===== config.mk =====
export PLATFORM = sky130hd
export DESIGN_NAME = adc_capture_sequencer_flat
export DESIGN_NICKNAME = d
export VERILOG_FILES = /design/src/rtl/adc_capture_sequencer_pkg.sv /design/src/rtl/adc_capture_sequencer_if.sv /design/src/rtl/adc_capture_sequencer_dc_estimator.sv /design/src/rtl/adc_capture_sequencer.sv /design/src/flat_wrapper.sv
export SDC_FILE = /design/constraint.sdc
export NUM_CORES = 1
export LEC_CHECK = 0
export CORE_MARGIN = 4
export CORE_UTILIZATION = 43
export CTS_BUF_LIST = sky130_fd_sc_hd__clkbuf_16
export CTS_CLUSTER_SIZE = 8
export DETAILED_ROUTE_END_ITERATION = 7
export GPL_TIMING_DRIVEN = 0
export PLACE_DENSITY = 0.71
export SYNTH_ARGS = -nofsm -noshare
export SYNTH_HDL_FRONTEND = slang
export SYNTH_SLANG_ARGS = --single-unit

===== constraint.sdc =====
create_clock -name clk_adc -period 3.49 [get_ports clk_adc]
set_input_delay 0.698 -clock clk_adc [delete_from_list [all_inputs] [get_ports clk_adc]]
set_output_delay 0.698 -clock clk_adc [all_outputs]
set_load 0.01 [all_outputs]

===== src/rtl/adc_capture_sequencer_pkg.sv =====
// Shared encodings and defaults for the ADC capture sequencer.
package adc_seq_pkg;

  typedef enum logic [2:0] {
    ST_IDLE    = 3'd0,
    ST_CAL     = 3'd1,
    ST_ARMED   = 3'd2,
    ST_CAPTURE = 3'd3,
    ST_DRAIN   = 3'd4,
    ST_FAULT   = 3'd5
  } seq_state_e;

  localparam logic [1:0] FC_NONE    = 2'd0;
  localparam logic [1:0] FC_OVR     = 2'd1;
  localparam logic [1:0] FC_OVERRUN = 2'd2;

  localparam int DEF_DATA_W   = 10;
  localparam int DEF_CAL_LOG2 = 10;
  localparam int DEF_OVR_RUN  = 3;
  localparam int DEF_OUT_W    = 16;

endpackage


===== src/rtl/adc_capture_sequencer_if.sv =====
// Sample-in / corrected-sample-out stream bundle of the capture sequencer.
interface adc_capture_sequencer_if
  import adc_seq_pkg::*;
#(
  parameter int DATA_W = DEF_DATA_W,
  parameter int OUT_W  = DEF_OUT_W
);
  logic [DATA_W-1:0] adc_data;
  logic              adc_valid;
  logic              adc_ovr;
  logic [OUT_W-1:0]  out_data;
  logic              out_valid;
  logic              out_ready;

  modport master (output adc_data, adc_valid, adc_ovr, out_ready,
                  input  out_data, out_valid);
  modport slave  (input  adc_data, adc_valid, adc_ovr, out_ready,
                  output out_data, out_valid);
endinterface


===== src/rtl/adc_capture_sequencer_dc_estimator.sv =====
// DC-offset estimator: averages 2^CAL_LOG2 samples, then holds the result.
module adc_dc_estimator
  import adc_seq_pkg::*;
#(
  parameter int DATA_W   = DEF_DATA_W,
  parameter int CAL_LOG2 = DEF_CAL_LOG2
) (
  input  logic              clk_adc,
  input  logic              rst_n,
  input  logic              clear_i,
  input  logic              en_i,
  input  logic              sample_valid_i,
  input  logic [DATA_W-1:0] sample_i,
  output logic [DATA_W-1:0] offset_o,
  output logic              done_o
);
  localparam int ACC_W = DATA_W + CAL_LOG2;
  localparam logic [CAL_LOG2-1:0] CNT_ONE = CAL_LOG2'(1);

  logic signed [ACC_W-1:0]  acc_q, acc_d, acc_sum_s;
  logic [CAL_LOG2-1:0]      cnt_q, cnt_d;
  logic [DATA_W-1:0]        offset_q, offset_d;
  logic signed [DATA_W-1:0] avg_s;
  logic                     take_s, last_s;

  assign take_s    = en_i & sample_valid_i;
  assign last_s    = take_s & (&cnt_q);
  assign acc_sum_s = acc_q + {{CAL_LOG2{sample_i[DATA_W-1]}}, sample_i};
  // Arithmetic shift floors toward -inf, e.g. -3.5 becomes -4.
  assign avg_s     = DATA_W'(acc_sum_s >>> CAL_LOG2);

  // Accumulate, count and capture the average on the final sample.
  always_comb begin
    acc_d    = acc_q;
    cnt_d    = cnt_q;
    offset_d = offset_q;
    if (clear_i) begin
      acc_d = '0;
      cnt_d = '0;
    end else if (last_s) begin
      acc_d    = '0;
      cnt_d    = '0;
      offset_d = avg_s;
    end else if (take_s) begin
      acc_d = acc_sum_s;
      cnt_d = cnt_q + CNT_ONE;
    end else begin
      acc_d = acc_q;
    end
  end

  // Estimator state registers.
  always_ff @(posedge clk_adc or negedge rst_n) begin
    if (!rst_n) begin
      acc_q    <= '0;
      cnt_q    <= '0;
      offset_q <= '0;
    end else begin
      acc_q    <= acc_d;
      cnt_q    <= cnt_d;
      offset_q <= offset_d;
    end
  end

  assign offset_o = offset_q;
  assign done_o   = last_s;
endmodule


===== src/rtl/adc_capture_sequencer.sv =====
// ADC capture sequencer: calibration, trigger arming, offset-corrected capture, faults.
// Optional ADC_SEQ_AUTO_REARM_EN: capture completion returns to ARMED instead of IDLE.
module adc_capture_sequencer
  import adc_seq_pkg::*;
#(
  parameter int DATA_W   = DEF_DATA_W,
  parameter int CAL_LOG2 = DEF_CAL_LOG2,
  parameter int OVR_RUN  = DEF_OVR_RUN,
  parameter int OUT_W    = DEF_OUT_W
) (
  input  logic                    clk_adc,
  input  logic                    rst_n,
  input  logic                    cfg_start,
  input  logic                    cfg_abort,
  input  logic                    cfg_skip_cal,
  input  logic [15:0]             cfg_cap_len,
  input  logic                    trig,
  adc_capture_sequencer_if.slave  bus,
  output logic                    busy,
  output logic                    done,
  output logic                    fault,
  output logic [1:0]              fault_code,
  output logic [2:0]              state_o,
  output logic [DATA_W-1:0]       dc_offset_o
);
  localparam int OVR_W = $clog2(OVR_RUN + 1);
  localparam logic [OVR_W-1:0] OVR_LAST = OVR_W'(OVR_RUN - 1);
  localparam logic [OVR_W-1:0] OVR_MAX  = OVR_W'(OVR_RUN);
  localparam logic [OVR_W-1:0] OVR_ONE  = OVR_W'(1);
  localparam logic [16:0]      CAP_ONE  = 17'd1;

  seq_state_e        state_q, state_d;
  logic [DATA_W-1:0] adc_data_q;
  logic              adc_valid_q, adc_ovr_q, trig_q, trig_prev_q;
  logic [OVR_W-1:0]  ovr_cnt_q, ovr_cnt_d;
  logic [16:0]       cap_len_q, cap_len_d, cap_cnt_q, cap_cnt_d, cap_next_s;
  logic [OUT_W-1:0]  out_data_q, out_data_d, corr_ext_s;
  logic              out_valid_q, out_valid_d, done_q, done_d;
  logic              busy_q, busy_d, fault_q, fault_d;
  logic [1:0]        fault_code_q, fault_code_d;
  logic signed [DATA_W:0] corr_s;
  logic [DATA_W-1:0] dc_offset_s;
  logic              est_clear_s, est_en_s, est_done_s;
  logic              xfer_s, ovr_trip_s, fault_in_run_s;

  assign xfer_s         = out_valid_q & bus.out_ready;
  assign ovr_trip_s     = adc_valid_q & adc_ovr_q & (ovr_cnt_q >= OVR_LAST);
  assign fault_in_run_s = ovr_trip_s & ((state_q == ST_CAL) || (state_q == ST_CAPTURE));
  assign est_clear_s    = cfg_abort | ((state_q == ST_IDLE) & cfg_start);
  assign est_en_s       = (state_q == ST_CAL) & ~cfg_abort & ~fault_in_run_s;
  // One extra bit keeps the difference of two DATA_W values exact.
  assign corr_s         = {adc_data_q[DATA_W-1], adc_data_q} - {dc_offset_s[DATA_W-1], dc_offset_s};
  assign corr_ext_s     = {{(OUT_W-DATA_W-1){corr_s[DATA_W]}}, corr_s};
  assign cap_next_s     = cap_cnt_q + CAP_ONE;

  adc_dc_estimator #(.DATA_W(DATA_W), .CAL_LOG2(CAL_LOG2)) u_dc_est (
    .clk_adc        (clk_adc),
    .rst_n          (rst_n),
    .clear_i        (est_clear_s),
    .en_i           (est_en_s),
    .sample_valid_i (adc_valid_q),
    .sample_i       (adc_data_q),
    .offset_o       (dc_offset_s),
    .done_o         (est_done_s)
  );

  // Consecutive-overrange counter; idle cycles leave it untouched.
  always_comb begin
    ovr_cnt_d = ovr_cnt_q;
    if (cfg_abort) begin
      ovr_cnt_d = '0;
    end else if (adc_valid_q && adc_ovr_q) begin
      ovr_cnt_d = (ovr_cnt_q == OVR_MAX) ? ovr_cnt_q : ovr_cnt_q + OVR_ONE;
    end else if (adc_valid_q) begin
      ovr_cnt_d = '0;
    end else begin
      ovr_cnt_d = ovr_cnt_q;
    end
  end

  // Sequencer next state and output register; abort beats fault beats normal flow.
  always_comb begin
    state_d      = state_q;
    cap_len_d    = cap_len_q;
    cap_cnt_d    = cap_cnt_q;
    out_data_d   = out_data_q;
    out_valid_d  = out_valid_q & ~xfer_s;
    done_d       = 1'b0;
    fault_code_d = fault_code_q;
    if (cfg_abort) begin
      state_d      = ST_IDLE;
      out_valid_d  = 1'b0;
      cap_cnt_d    = '0;
      fault_code_d = FC_NONE;
    end else if (fault_in_run_s) begin
      state_d      = ST_FAULT;
      out_valid_d  = 1'b0;
      fault_code_d = FC_OVR;
    end else begin
      case (state_q)
        ST_IDLE: begin
          if (cfg_start) begin
            cap_len_d = (cfg_cap_len == 16'd0) ? 17'h1_0000 : {1'b0, cfg_cap_len};
            state_d   = cfg_skip_cal ? ST_ARMED : ST_CAL;
          end else begin
            state_d = ST_IDLE;
          end
        end
        ST_CAL: begin
          if (est_done_s) state_d = ST_ARMED;
          else            state_d = ST_CAL;
        end
        ST_ARMED: begin
          if (trig_q && !trig_prev_q) begin
            state_d   = ST_CAPTURE;
            cap_cnt_d = '0;
          end else begin
            state_d = ST_ARMED;
          end
        end
        ST_CAPTURE: begin
          if (adc_valid_q && out_valid_q && !bus.out_ready) begin
            state_d      = ST_FAULT;
            out_valid_d  = 1'b0;
            fault_code_d = FC_OVERRUN;
          end else if (adc_valid_q) begin
            out_data_d  = corr_ext_s;
            out_valid_d = 1'b1;
            cap_cnt_d   = cap_next_s;
            state_d     = (cap_next_s == cap_len_q) ? ST_DRAIN : ST_CAPTURE;
          end else begin
            state_d = ST_CAPTURE;
          end
        end
        ST_DRAIN: begin
          if (xfer_s) begin
            done_d = 1'b1;
`ifdef ADC_SEQ_AUTO_REARM_EN
            state_d = ST_ARMED;
`else
            state_d = ST_IDLE;
`endif
          end else begin
            state_d = ST_DRAIN;
          end
        end
        ST_FAULT: begin
          out_valid_d = 1'b0;
          state_d     = ST_FAULT;
        end
        default: begin
          state_d     = ST_IDLE;
          out_valid_d = 1'b0;
        end
      endcase
    end
    busy_d  = (state_d != ST_IDLE);
    fault_d = (state_d == ST_FAULT);
  end

  // Input stage and all sequencer registers.
  always_ff @(posedge clk_adc or negedge rst_n) begin
    if (!rst_n) begin
      adc_data_q   <= '0;
      adc_valid_q  <= 1'b0;
      adc_ovr_q    <= 1'b0;
      trig_q       <= 1'b0;
      trig_prev_q  <= 1'b0;
      state_q      <= ST_IDLE;
      ovr_cnt_q    <= '0;
      cap_len_q    <= '0;
      cap_cnt_q    <= '0;
      out_data_q   <= '0;
      out_valid_q  <= 1'b0;
      done_q       <= 1'b0;
      busy_q       <= 1'b0;
      fault_q      <= 1'b0;
      fault_code_q <= FC_NONE;
    end else begin
      adc_data_q   <= bus.adc_data;
      adc_valid_q  <= bus.adc_valid;
      adc_ovr_q    <= bus.adc_ovr;
      trig_q       <= trig;
      trig_prev_q  <= trig_q;
      state_q      <= state_d;
      ovr_cnt_q    <= ovr_cnt_d;
      cap_len_q    <= cap_len_d;
      cap_cnt_q    <= cap_cnt_d;
      out_data_q   <= out_data_d;
      out_valid_q  <= out_valid_d;
      done_q       <= done_d;
      busy_q       <= busy_d;
      fault_q      <= fault_d;
      fault_code_q <= fault_code_d;
    end
  end

  assign bus.out_data  = out_data_q;
  assign bus.out_valid = out_valid_q;
  assign busy          = busy_q;
  assign done          = done_q;
  assign fault         = fault_q;
  assign fault_code    = fault_code_q;
  assign state_o       = state_q;
  assign dc_offset_o   = dc_offset_s;
endmodule


===== src/flat_wrapper.sv =====
// flat-port wrapper written by rule: the top's interface ports become plain ports
module adc_capture_sequencer_flat import adc_seq_pkg::*;
#(
  parameter int DATA_W   = DEF_DATA_W,
  parameter int CAL_LOG2 = DEF_CAL_LOG2,
  parameter int OVR_RUN  = DEF_OVR_RUN,
  parameter int OUT_W    = DEF_OUT_W
)
  (clk_adc, rst_n, cfg_start, cfg_abort, cfg_skip_cal, cfg_cap_len, trig, busy, done, fault, fault_code, state_o, dc_offset_o, bus_adc_data, bus_adc_valid, bus_adc_ovr, bus_out_ready, bus_out_data, bus_out_valid);
  adc_capture_sequencer_if #(.DATA_W(DATA_W), .OUT_W(OUT_W)) bus_i ();
  input  logic clk_adc;
  input  logic rst_n;
  input  logic cfg_start;
  input  logic cfg_abort;
  input  logic cfg_skip_cal;
  input  logic [15:0] cfg_cap_len;
  input  logic trig;
  output logic busy;
  output logic done;
  output logic fault;
  output logic [1:0] fault_code;
  output logic [2:0] state_o;
  output logic [DATA_W-1:0] dc_offset_o;
  input wire logic [$bits(bus_i.adc_data)-1:0] bus_adc_data;
  input wire logic [$bits(bus_i.adc_valid)-1:0] bus_adc_valid;
  input wire logic [$bits(bus_i.adc_ovr)-1:0] bus_adc_ovr;
  input wire logic [$bits(bus_i.out_ready)-1:0] bus_out_ready;
  output wire logic [$bits(bus_i.out_data)-1:0] bus_out_data;
  output wire logic [$bits(bus_i.out_valid)-1:0] bus_out_valid;
  assign bus_i.adc_data = bus_adc_data;
  assign bus_i.adc_valid = bus_adc_valid;
  assign bus_i.adc_ovr = bus_adc_ovr;
  assign bus_i.out_ready = bus_out_ready;
  assign bus_out_data = bus_i.out_data;
  assign bus_out_valid = bus_i.out_valid;
  adc_capture_sequencer #(.DATA_W(DATA_W), .CAL_LOG2(CAL_LOG2), .OVR_RUN(OVR_RUN), .OUT_W(OUT_W)) u_core (.clk_adc(clk_adc), .rst_n(rst_n), .cfg_start(cfg_start), .cfg_abort(cfg_abort), .cfg_skip_cal(cfg_skip_cal), .cfg_cap_len(cfg_cap_len), .trig(trig), .bus(bus_i), .busy(busy), .done(done), .fault(fault), .fault_code(fault_code), .state_o(state_o), .dc_offset_o(dc_offset_o));
endmodule

Word level (Yosys, flattened, before mapping)
Cells that the tools add are included.

cells by class
  $add $sub $neg = 5
  $mul = 0
  divide/modulo/power cells = 0
  magnitude comparators = 1
  equal/unequal tests = 13
  shift operators = 0
  mux-type cells = 41
  bitwise logic cells = 16
  reductions and logical operators = 23

operators with widths
  operator                                                                  number
  17-bit 2-to-1 mux                                                         6
  20-bit 2-to-1 mux                                                         3
  17-bit one-hot mux with 2 select lines                                    1
  10-bit 2-to-1 mux                                                         3
  3-bit 2-to-1 mux                                                          7
  20-bit adder                                                              1
  2-bit 2-to-1 mux                                                          10
  3-bit one-hot mux with 6 select lines                                     1
  3-bit nonzero test                                                        6
  17-bit by 1-bit adder with 17-bit output (second input constant)          1
  17-bit == test                                                            1
  16-bit zero test                                                          1
  10-bit by 10-bit subtractor with 11-bit output                            1
  10-bit by 1-bit adder with 10-bit output (second input constant)          1
  1-bit bitwise AND                                                         10
  10-bit AND reduction                                                      1
  5-bit AND reduction                                                       2
  3-bit == test (second input constant)                                     3
  1-bit 2-to-1 mux                                                          9
  3-bit by 2-bit == test with 1-bit output (second input constant)          2
  3-bit by 2-bit inequality test with 1-bit output (second input constant)  2
  3-bit inequality test (second input constant)                             2
  2-bit AND reduction                                                       3
  1-bit inverter                                                            5
  other kinds (13)                                                          17

word-level totals
  bits in registers = 110
  bits in latches = 0
  RAM bits = 0
  memory bits (read-only) = 0
  input bits = 35
  word-level logic and storage cells = 117
  memories = 0

Depth between registers and ports, before layout
Gate-level depths: netlist of run 1.

  depth after elaboration = 12
  gate-level depth with buffers = 11
  mapped depth without buffers = 11

Modules after synthesis
A second synthesis of run 1 with hierarchy kept.

second synthesis, totals
  cell total of the unflattened synthesis = 674
  area, all modules = 6,573.8 um^2

modules (own cells, without submodules)
  module                 times used  cells each  area each (um^2)
  adc_capture_sequencer  1           422         4,030.1
  adc_dc_estimator       1           252         2,543.7

Least setup slack after synthesis of run 1
OpenSTA, ideal clock, no wires.

  path kind = register -> register
  start = register u_core.cap_cnt_q[0]
  end = register u_core.busy_q, in the netlist u_core.busy
  data arrival time = 2.540 ns
  path slack = 0.819 ns
  stages on the path, launching flop included = 11
  cell sequence = dfrtp_1 > ha_1 > clkbuf_1 > nand4_1 > nor4_1 > xnor2_1 > nand2_1 > nor4_2 > a21o_1 > a221oi_2 > or3_1

between the ends
  longest elaborated chain between the ends = 9

RTL lines
  item                                      line                          text
  start, declared                           adc_capture_sequencer.sv:36   logic [16:0] cap_len_q, cap_len_d, cap_cnt_q, cap_cnt_d, cap_next_s;
  start signal, assigned                    adc_capture_sequencer.sv:188  cap_cnt_q <= cap_cnt_d;
  17-bit by 1-bit adder with 17-bit output  adc_capture_sequencer.sv:54   assign cap_next_s = cap_cnt_q + CAP_ONE;
  17-bit == test                            adc_capture_sequencer.sv:130  state_d = (cap_next_s == cap_len_q) ? ST_DRAIN : ST_CAPTURE;
  3-bit 2-to-1 mux                          adc_capture_sequencer.sv:130
  3-bit 2-to-1 mux                          adc_capture_sequencer.sv:126  end else if (adc_valid_q) begin
  3-bit 2-to-1 mux                          adc_capture_sequencer.sv:122  if (adc_valid_q && out_valid_q && !bus.out_ready) begin
  3-bit one-hot mux with 6 select lines     adc_capture_sequencer.sv:100  case (state_q)
  3-bit 2-to-1 mux                          adc_capture_sequencer.sv:95   end else if (fault_in_run_s) begin
  3-bit 2-to-1 mux                          adc_capture_sequencer.sv:90   if (cfg_abort) begin
  via u_core.state_d[0]                     adc_capture_sequencer.sv:32   seq_state_e state_q, state_d;
  3-bit nonzero test                        adc_capture_sequencer.sv:157  busy_d = (state_d != ST_IDLE);
  via u_core.busy_d                         adc_capture_sequencer.sv:39   logic busy_q, busy_d, fault_q, fault_d;
  end signal, assigned                      adc_capture_sequencer.sv:192  busy_q <= busy_d;
  end, declared                             adc_capture_sequencer.sv:39

The timed path passes the listed nets, and every way through them passes these cells.
A chain may end at the register's enable or synchronous reset.

Worst setup path in the final report of run 1
Same ends and word-level chain as after synthesis.

==> results of run 1 <==
## layout make-up
class	instances	area share
Tap cell	184	0.0298
Clock buffer	9	0.0291
Sequential cell	110	0.356
Multi-Input combinational cell	509	0.447
Timing Repair Buffer	70	0.0925
Clock inverter	7	0.00647
Inverter	30	0.0146
Buffer	36	0.0246
## path summary, 6_finish.rpt
check,slack (ns),end,startpoint
worst max-delay path,0.31,u_core.busy$_DFF_PN0_,u_core.cap_cnt_q[0]$_DFFE_PN0P_
worst min-delay path,0.31,u_core.ovr_cnt_q[0]$_DFFE_PN0P_,rst_n
worst max register to register,0.31,u_core.busy$_DFF_PN0_,u_core.cap_cnt_q[0]$_DFFE_PN0P_
worst min register to register,0.40,u_core.trig_prev_q$_DFF_PN0_,u_core.trig_q$_DFF_PN0_
max in group asynchronous,2.46,u_core.cap_len_q[12]$_DFFE_PN0P_,rst_n
min in group clk_adc,0.40,u_core.trig_prev_q$_DFF_PN0_,u_core.trig_q$_DFF_PN0_
## repair_timing
item                                    in CTS  in global routing
hold buffers                                 0                  0
resized for setup                            0                  1
endpoints found under the setup margin       0                  1
## placed cells by master (no fill, tap or decap), types with 4 or more instances in the layout
master                              n
sky130_fd_sc_hd__clkbuf_16          9
sky130_fd_sc_hd__dfrtp_1          110
sky130_fd_sc_hd__nand2b_1           9
sky130_fd_sc_hd__inv_1             30
sky130_fd_sc_hd__buf_2              8
sky130_fd_sc_hd__o31ai_1           12
sky130_fd_sc_hd__clkbuf_1          17
sky130_fd_sc_hd__o41ai_1            4
sky130_fd_sc_hd__mux2_2            20
sky130_fd_sc_hd__nor4_1             9
sky130_fd_sc_hd__nor2_1            42
sky130_fd_sc_hd__nor3_1            12
sky130_fd_sc_hd__o21ai_0           57
sky130_fd_sc_hd__a21o_1             7
sky130_fd_sc_hd__and2_1             6
sky130_fd_sc_hd__or3_1              5
sky130_fd_sc_hd__and3_1            10
sky130_fd_sc_hd__xor2_1            14
sky130_fd_sc_hd__a22o_1            12
sky130_fd_sc_hd__xnor2_1           30
sky130_fd_sc_hd__clkdlybuf4s50_1   68
sky130_fd_sc_hd__mux2i_1            5
sky130_fd_sc_hd__buf_4             10
sky130_fd_sc_hd__nor2b_1           10
sky130_fd_sc_hd__and4_1             4
sky130_fd_sc_hd__a31oi_1           11
sky130_fd_sc_hd__nand2_1           69
sky130_fd_sc_hd__nand3_1           20
sky130_fd_sc_hd__clkinvlp_4         5
sky130_fd_sc_hd__ha_1              33
sky130_fd_sc_hd__o21a_1             6
sky130_fd_sc_hd__o21bai_1           5
sky130_fd_sc_hd__a21oi_1           38
sky130_fd_sc_hd__nand4_1            9
## registers in the layout (all words and copies together) (netlist names), 2 cells and up
signal and flops:
u_core.u_dc_est.cnt_q 10, u_core.u_dc_est.acc_q 20, u_core.u_dc_est.offset_o 10, u_core.state_o 3
u_core.fault_code 2, u_core.adc_data_q 10, u_core.cap_cnt_q 17, u_core.cap_len_q 17
u_core.ovr_cnt_q 2, u_core.bus.out_data 11
## routing by layer
metal	vias up	track usage
met3	19	0.0358
met2	133	0.338
met1	2663	0.267
met4	0	0.0587
li1	2618	-
met5	-	0
## worst max-delay path: stages, from the launching register on
cell	delay, ns
sky130_fd_sc_hd__dfrtp_1	0.52
sky130_fd_sc_hd__ha_1	0.20
sky130_fd_sc_hd__clkbuf_1	0.34
sky130_fd_sc_hd__nand4_1	0.25
sky130_fd_sc_hd__nor4_2	0.32
sky130_fd_sc_hd__xnor2_1	0.17
sky130_fd_sc_hd__nand2_1	0.09
sky130_fd_sc_hd__nor4_2	0.47
sky130_fd_sc_hd__a21o_1	0.20
sky130_fd_sc_hd__a221oi_2	0.08
sky130_fd_sc_hd__or3_1	0.40
## per-stage QoR
step / hold WS, ns / setup TNS, ns
after floorplan: 0.354 / 0
after global placement: 0.370 / -265.56
after detailed placement: 0.377 / 0
after CTS: 0.320 / 0
after global routing: 0.350 / 0
final: 0.308 / 0
## cell families after synthesis
| kind of cell | after synthesis | synth area share |
|---|---|---|
| fa+ha+maj | 35 | 0.0696 |
| mux | 25 | 0.0423 |
| simple gates | 225 | 0.180 |
| flops | 110 | 0.423 |
| compound gates | 179 | 0.175 |
| buf+inv | 66 | 0.0466 |
| xor+xnor | 45 | 0.0629 |
## where the power goes
group          switching [mW]  internal [mW]
clock                   0.492          0.484
sequential             0.0977           1.37
combinational           0.291          0.326
==> results.py, run 1 <==
metrics = {
    "placement": {
        "placedInstanceArea_sq_um": 7450,
        "dpl.hpwl_um": 12000,
        "finalWeightedCongestion": 0.912,
        "portBuffers": 69,
        "post-place-cells": 939,
        "preCtsSetupSlack_ns": 0.0421,
    },
    "timing": {
        "grt_setup_unrepaired": "no",
        "setup_slack_of_the_critical_path_after_layout_ns": 0.307,
        "report.final.slew_viol_count": 0,
        "setup_viol_count_final": 0,
        "max_clock_freq_mhz": 314,
        "fin_crit_ns": 3.18,
        "timing_hold_violations_final": 0,
        "worst_pin_slew_ns": 0.856,
        "timing.slew.headroom": 0.426,
        "final_min_period_over_clock_period": 0.912,
        "fin_worst_skew_ns": 0.00631,
    },
    "synth": {
        "synthesis.area_per_instance_sq_um": 9.49,
        "synth.largest_area_cell": "sky130_fd_sc_hd__dfrtp_1",
        "post_synth_top_flop": "sky130_fd_sc_hd__dfrtp_1",
        "synthArstFlopShare": 1.00,
        "synth_top_area_frac": 0.423,
        "netlist_top_cells_count": "sky130_fd_sc_hd__dfrtp_1, sky130_fd_sc_hd__nand2_1, sky130_fd_sc_hd__o21ai_0",
        "cell_with_the_most_instances_after_synthesis": "sky130_fd_sc_hd__dfrtp_1",
        "synth.cell_area_sq_um": 6500,
        "synth_edf_count": 0,
        "ys_ff_latch": 110,
        "synth_sequential_area_ratio": 0.423,
        "synth.top_cells.by_area": "sky130_fd_sc_hd__dfrtp_1, sky130_fd_sc_hd__ha_1, sky130_fd_sc_hd__o21ai_0",
        "syn_nets": 755,
        "synthesis.instances": 685,
        "distinct_cell_type_count_of_the_synthesized_netlist": 64,
        "synthesis.yosys.warnings": 0,
    },
    "floorplanning": {
        "die_x_um": 131,
        "placeableCoreArea_sq_um": 14700,
        "boundaryPins": 70,
        "initial_core_util": 0.442,
        "die_area_sq_um": 17200,
        "floorplan.die.height_um": 131,
        "fp-row-count": 44,
    },
    "layout": {
        "n_antenna_cell": 0,
        "final_cells": 955,
        "ff_latch_area_sq_um": 2750,
        "post-route-util": 0.526,
        "n_fill_cell": 1311,
        "layout-area-overhead-vs-synth_pct": 18.9,
        "area_used_by_multi_input_combinational_logic_sq_um": 3460,
        "final_layout_size_suffix_gt1_frac": 0.0908,
        "num-nets-final": 836,
        "final_design_area_no_fill_sq_um": 7740,
    },
    "clock_network": {
        "path_clk_slew_ns": 0.07,
        "clock-root-buffer": "sky130_fd_sc_hd__clkbuf_16",
        "clock_path_buffers": 2,
        "clkSinkCount": 110,
        "cts_inserted_buffers": 9,
        "clk-insertion-delay-late_ns": 0.36,
        "tritoncts": "built",
        "cts_post_setup_buffers_inserted": 0,
        "h_tree_lvl_count": 3,
    },
    "worst_hold_path": {
        "holdCritPathClass": "in2async",
    },
    "global_routing": {
        "grt_antenna_before_repair": 0,
        "grt_use_total": 0.201,
        "first_global_vias": 5542,
        "grt_first_pass_wirelength_um": 27500,
        "grt_start_max_net_pins": 73,
        "globalRoute.totalOverflow": 0,
    },
    "pwr": {
        "total_power_mw": 3.06,
        "powerDensity_nw_per_um2": 396,
        "total_leakage_power_nw": 3.42,
        "worst_ir_drop_vdd_v": 0.000243,
    },
    "drt": {
        "drt_first_pass_iters": 5,
        "drt-total-wl_um": 16200,
        "drt-vias-per-instance": 5.69,
        "vias": 5433,
        "routed-wl-met2_um": 8000,
        "detail_route.wl_per_cell_um": 16.9,
        "dr_wl_met3_um": 658,
        "drtAntennaViolNets": 0,
        "detail_route.iter0.violations": 498,
        "detail_route.wirelength.met1_um": 7230,
        "routed.top_layer": "met4",
        "drc": 0,
    },
    "setup_path": {
        "timing.critical_path.required_ns": 3.72,
        "cp.arrival_ns": 3.42,
        "worstSetupStartpointType": "register",
        "critical_path.max_fanout": 10,
        "critPathKind": "reg2reg",
        "end_kind": "register",
        "r2r_cells": 10,
    },
    "job": {
        "max_cap_violations": 0,
    },
    "outcome": {
        "outcome": "finished, final reports clean",
    },
}
Note: power is estimated with default switching activity, not from simulation.
==> run 2, diff against run 1 <==
--- a/config.mk
+++ b/config.mk
@@ -8,10 +8,12 @@
 export CORE_MARGIN = 4
 export CORE_UTILIZATION = 43
 export CTS_BUF_LIST = sky130_fd_sc_hd__clkbuf_16
+export CTS_CLUSTER_DIAMETER = 150
 export CTS_CLUSTER_SIZE = 8
 export DETAILED_ROUTE_END_ITERATION = 7
 export GPL_TIMING_DRIVEN = 0
 export PLACE_DENSITY = 0.71
+export RECOVER_POWER = 100
 export SYNTH_ARGS = -nofsm -noshare
 export SYNTH_HDL_FRONTEND = slang
 export SYNTH_SLANG_ARGS = --single-unit
==> results.py, run 2 (synthesis gave the netlist of run 1 again) <==
metrics = {
    "placement": {
        "preCtsSetupSlack_ns": 0.0421,
        "dpl.hpwl_um": 12000,
        "finalWeightedCongestion": 0.912,
        "portBuffers": 69,
    },
    "layout": {
        "n_antenna_cell": 0,
        "layout-area-overhead-vs-synth_pct": 18.8,
        "post-route-util": 0.526,
        "flip_flop_count_of_the_largest_register_all_copies_and_words_added": 20,
        "largest_registers_in_the_final_layout": "u_core.u_dc_est.acc_q x20, u_core.cap_cnt_q x17, u_core.cap_len_q x17",
        "num-nets-final": 836,
        "largest-register": "u_core.u_dc_est.acc_q",
        "n_fill_cell": 1316,
        "final_layout_size_suffix_gt1_frac": 0.0856,
        "commonest_non_fill_non_tap_cell_in_the_layout": "sky130_fd_sc_hd__dfrtp_1",
        "most-common-layout-cells": "sky130_fd_sc_hd__dfrtp_1, sky130_fd_sc_hd__nand2_1, sky130_fd_sc_hd__o21ai_0, sky130_fd_sc_hd__dlygate4sd3_1, sky130_fd_sc_hd__nor2_1",
    },
    "setup_path": {
        "timing.critical_path.required_ns": 3.72,
        "critical-path-max-stage-delay_ns": 0.52,
        "critPathKind": "reg2reg",
        "cpMostUsedCell": "sky130_fd_sc_hd__nor4_2",
        "critical_path.max_fanout": 10,
        "end_kind": "register",
        "critPathTopFamily": "simple AND/OR/NAND/NOR gates",
        "cp.buffers_inverters": 1,
        "worstSetupStartpointType": "register",
        "list_of_cells_traversed_by_the_critical_path": "ha_1 -> clkbuf_1 -> nand4_1 -> nor4_2 -> xnor2_1 -> nand2_1 -> nor4_2 -> a21o_1 -> a221oi_2 -> or3_1",
        "cpMaxStageDelayCell": "sky130_fd_sc_hd__dfrtp_1",
        "cp.arrival_ns": 3.40,
    },
    "drt": {
        "drt-vias-per-instance": 5.71,
        "drc": 0,
        "vias": 5456,
        "drtAntennaViolNets": 0,
        "drt-total-wl_um": 16200,
        "drt_first_pass_iters": 5,
        "detail_route.wl_per_cell_um": 17.0,
        "detail_route.iter0.violations": 498,
    },
    "pwr": {
        "power.sequential.fraction": 0.483,
        "cellInternalPower_mw": 2.16,
        "total_leakage_power_nw": 3.49,
        "power.net_switching_mw": 0.880,
        "powerDensity_nw_per_um2": 393,
        "pwr-share-comb": 0.195,
        "worst_ir_drop_vdd_v": 0.000242,
        "swShare": 0.290,
        "share_clk_of_total_power": 0.322,
    },
    "clock_network": {
        "clock-root-buffer": "sky130_fd_sc_hd__clkbuf_16",
        "cts_inserted_buffers": 9,
        "tritoncts": "built",
        "h_tree_lvl_count": 3,
        "post_cts_hold_buffer_count": 0,
        "path_clk_slew_ns": 0.07,
        "clk-insertion-delay-late_ns": 0.36,
        "clkSinkCount": 110,
        "clock_path_buffers": 2,
    },
    "timing": {
        "fin_worst_skew_ns": 0.00661,
        "setup_viol_count_final": 0,
        "max_clock_freq_mhz": 316,
        "setup_slack_of_the_critical_path_after_layout_ns": 0.326,
        "fin_crit_ns": 3.16,
        "timing_hold_violations_final": 0,
        "report.final.slew_viol_count": 39,
        "grt_setup_unrepaired": "no",
        "worst_pin_slew_ns": 2.20,
        "final_min_period_over_clock_period": 0.907,
        "timing.slew.headroom": -0.467,
    },
    "floorplanning": {
        "floorplan.die.height_um": 131,
        "placeableCoreArea_sq_um": 14700,
        "die_x_um": 131,
        "initial_core_util": 0.442,
        "die_area_sq_um": 17200,
        "boundaryPins": 70,
        "fp-row-count": 44,
    },
    "global_routing": {
        "grt_first_pass_wirelength_um": 27500,
        "globalRoute.totalOverflow": 0,
        "grt_use_total": 0.201,
        "grt_start_max_net_pins": 73,
        "first_global_vias": 5542,
        "grt_antenna_before_repair": 0,
    },
    "worst_hold_path": {
        "holdCritPathClass": "reg2reg",
    },
    "outcome": {
        "violations": "capacitance limit, slew limit",
        "outcome": "finished, violations left",
    },
    "job": {
        "max_cap_violations": 1,
    },
}
## run 2: cell count changes in the layout (fill, tap and decap cells not counted), sizes merged
| cell | change |
|---|---|
| clkdlybuf4s50 | -49 |
| dlygate4sd3 | +49 |
| buf | -5 |
| clkbuf | +5 |
## run 2: through the flow
stage          total power, mW  hold WS (ns)  instances  instance area [sq um]  setup TNS [ns]
4_1_cts                   3.10         0.320        955                   7720               0
2_1_floorplan             1.83         0.354        685                   6500               0
6_report                  3.04         0.397        955                   7730               0
3_5_place_dp              2.11         0.377        939                   7450               0
3_3_place_gp              2.08         0.370        938                   7420         -265.56
5_1_grt                   3.20         0.417        955                   7730               0
## run 2: area by class of cell
class | instances | area, sq um | share of cell area
inverters | 30 | 113 | 0.0146
flip-flops and latches | 110 | 2750 | 0.356
plain buffers | 36 | 184 | 0.0238
multi-input cells | 509 | 3460 | 0.448
well taps | 184 | 230 | 0.0298
clock inverters | 7 | 50.0 | 0.00648
repair buffers | 70 | 712 | 0.0921
clock buffers | 9 | 225 | 0.0291
## run 2: per-layer routing
metal  track usage  wire [um]  vias up
li1              -          -     2622
met1         0.267       7260     2662
met2         0.338       7930      147
met3        0.0358        664       25
met4        0.0587        335        0
met5             0          0        -
## run 2: final timing paths
| path | start | endpoint | slack [ns] | cells past startpoint |
|---|---|---|---|---|
| setup / recovery | u_core.cap_cnt_q[0]$_DFFE_PN0P_ | u_core.busy$_DFF_PN0_ | 0.33 | 10 |
| hold / removal | u_core.trig_q$_DFF_PN0_ | u_core.trig_prev_q$_DFF_PN0_ | 0.40 | 0 |
| max in group asynchronous | rst_n | u_core.adc_data_q[6]$_DFF_PN0_ | 1.25 | 1 |
| setup reg to reg | u_core.cap_cnt_q[0]$_DFFE_PN0P_ | u_core.busy$_DFF_PN0_ | 0.33 | 10 |
| min in group asynchronous | rst_n | u_core.ovr_cnt_q[0]$_DFFE_PN0P_ | 0.98 | 1 |
| hold reg to reg | u_core.trig_q$_DFF_PN0_ | u_core.trig_prev_q$_DFF_PN0_ | 0.40 | 0 |
## run 2: repair_timing
item / 4_1_cts / 5_1_grt
setup endpoints to repair: 0 / 1
resized for setup: 0 / 1
buffers inserted: 0 / 0
## run 2: worst reg2reg max path: cells and delay by family, from the launching register on
family,cells,cell delay (ns)
AO/OA/AOI/OAI,2,0.28
adder cells (fa/ha/maj),1,0.20
AND/OR/NAND/NOR,5,1.55
buffers and inverters,1,0.34
XOR/XNOR,1,0.17
flip-flops,1,0.52
## run 2: power groups by stage
stage / Combinational [mW] / Sequential, mW / Clock, mW
finish: 0.592 / 1.47 / 0.977
detailed placement: 0.617 / 1.49 / 0
floorplan: 0.353 / 1.47 / 0
CTS: 0.622 / 1.47 / 1.01
global placement: 0.594 / 1.49 / 0
global route: 0.661 / 1.48 / 1.06
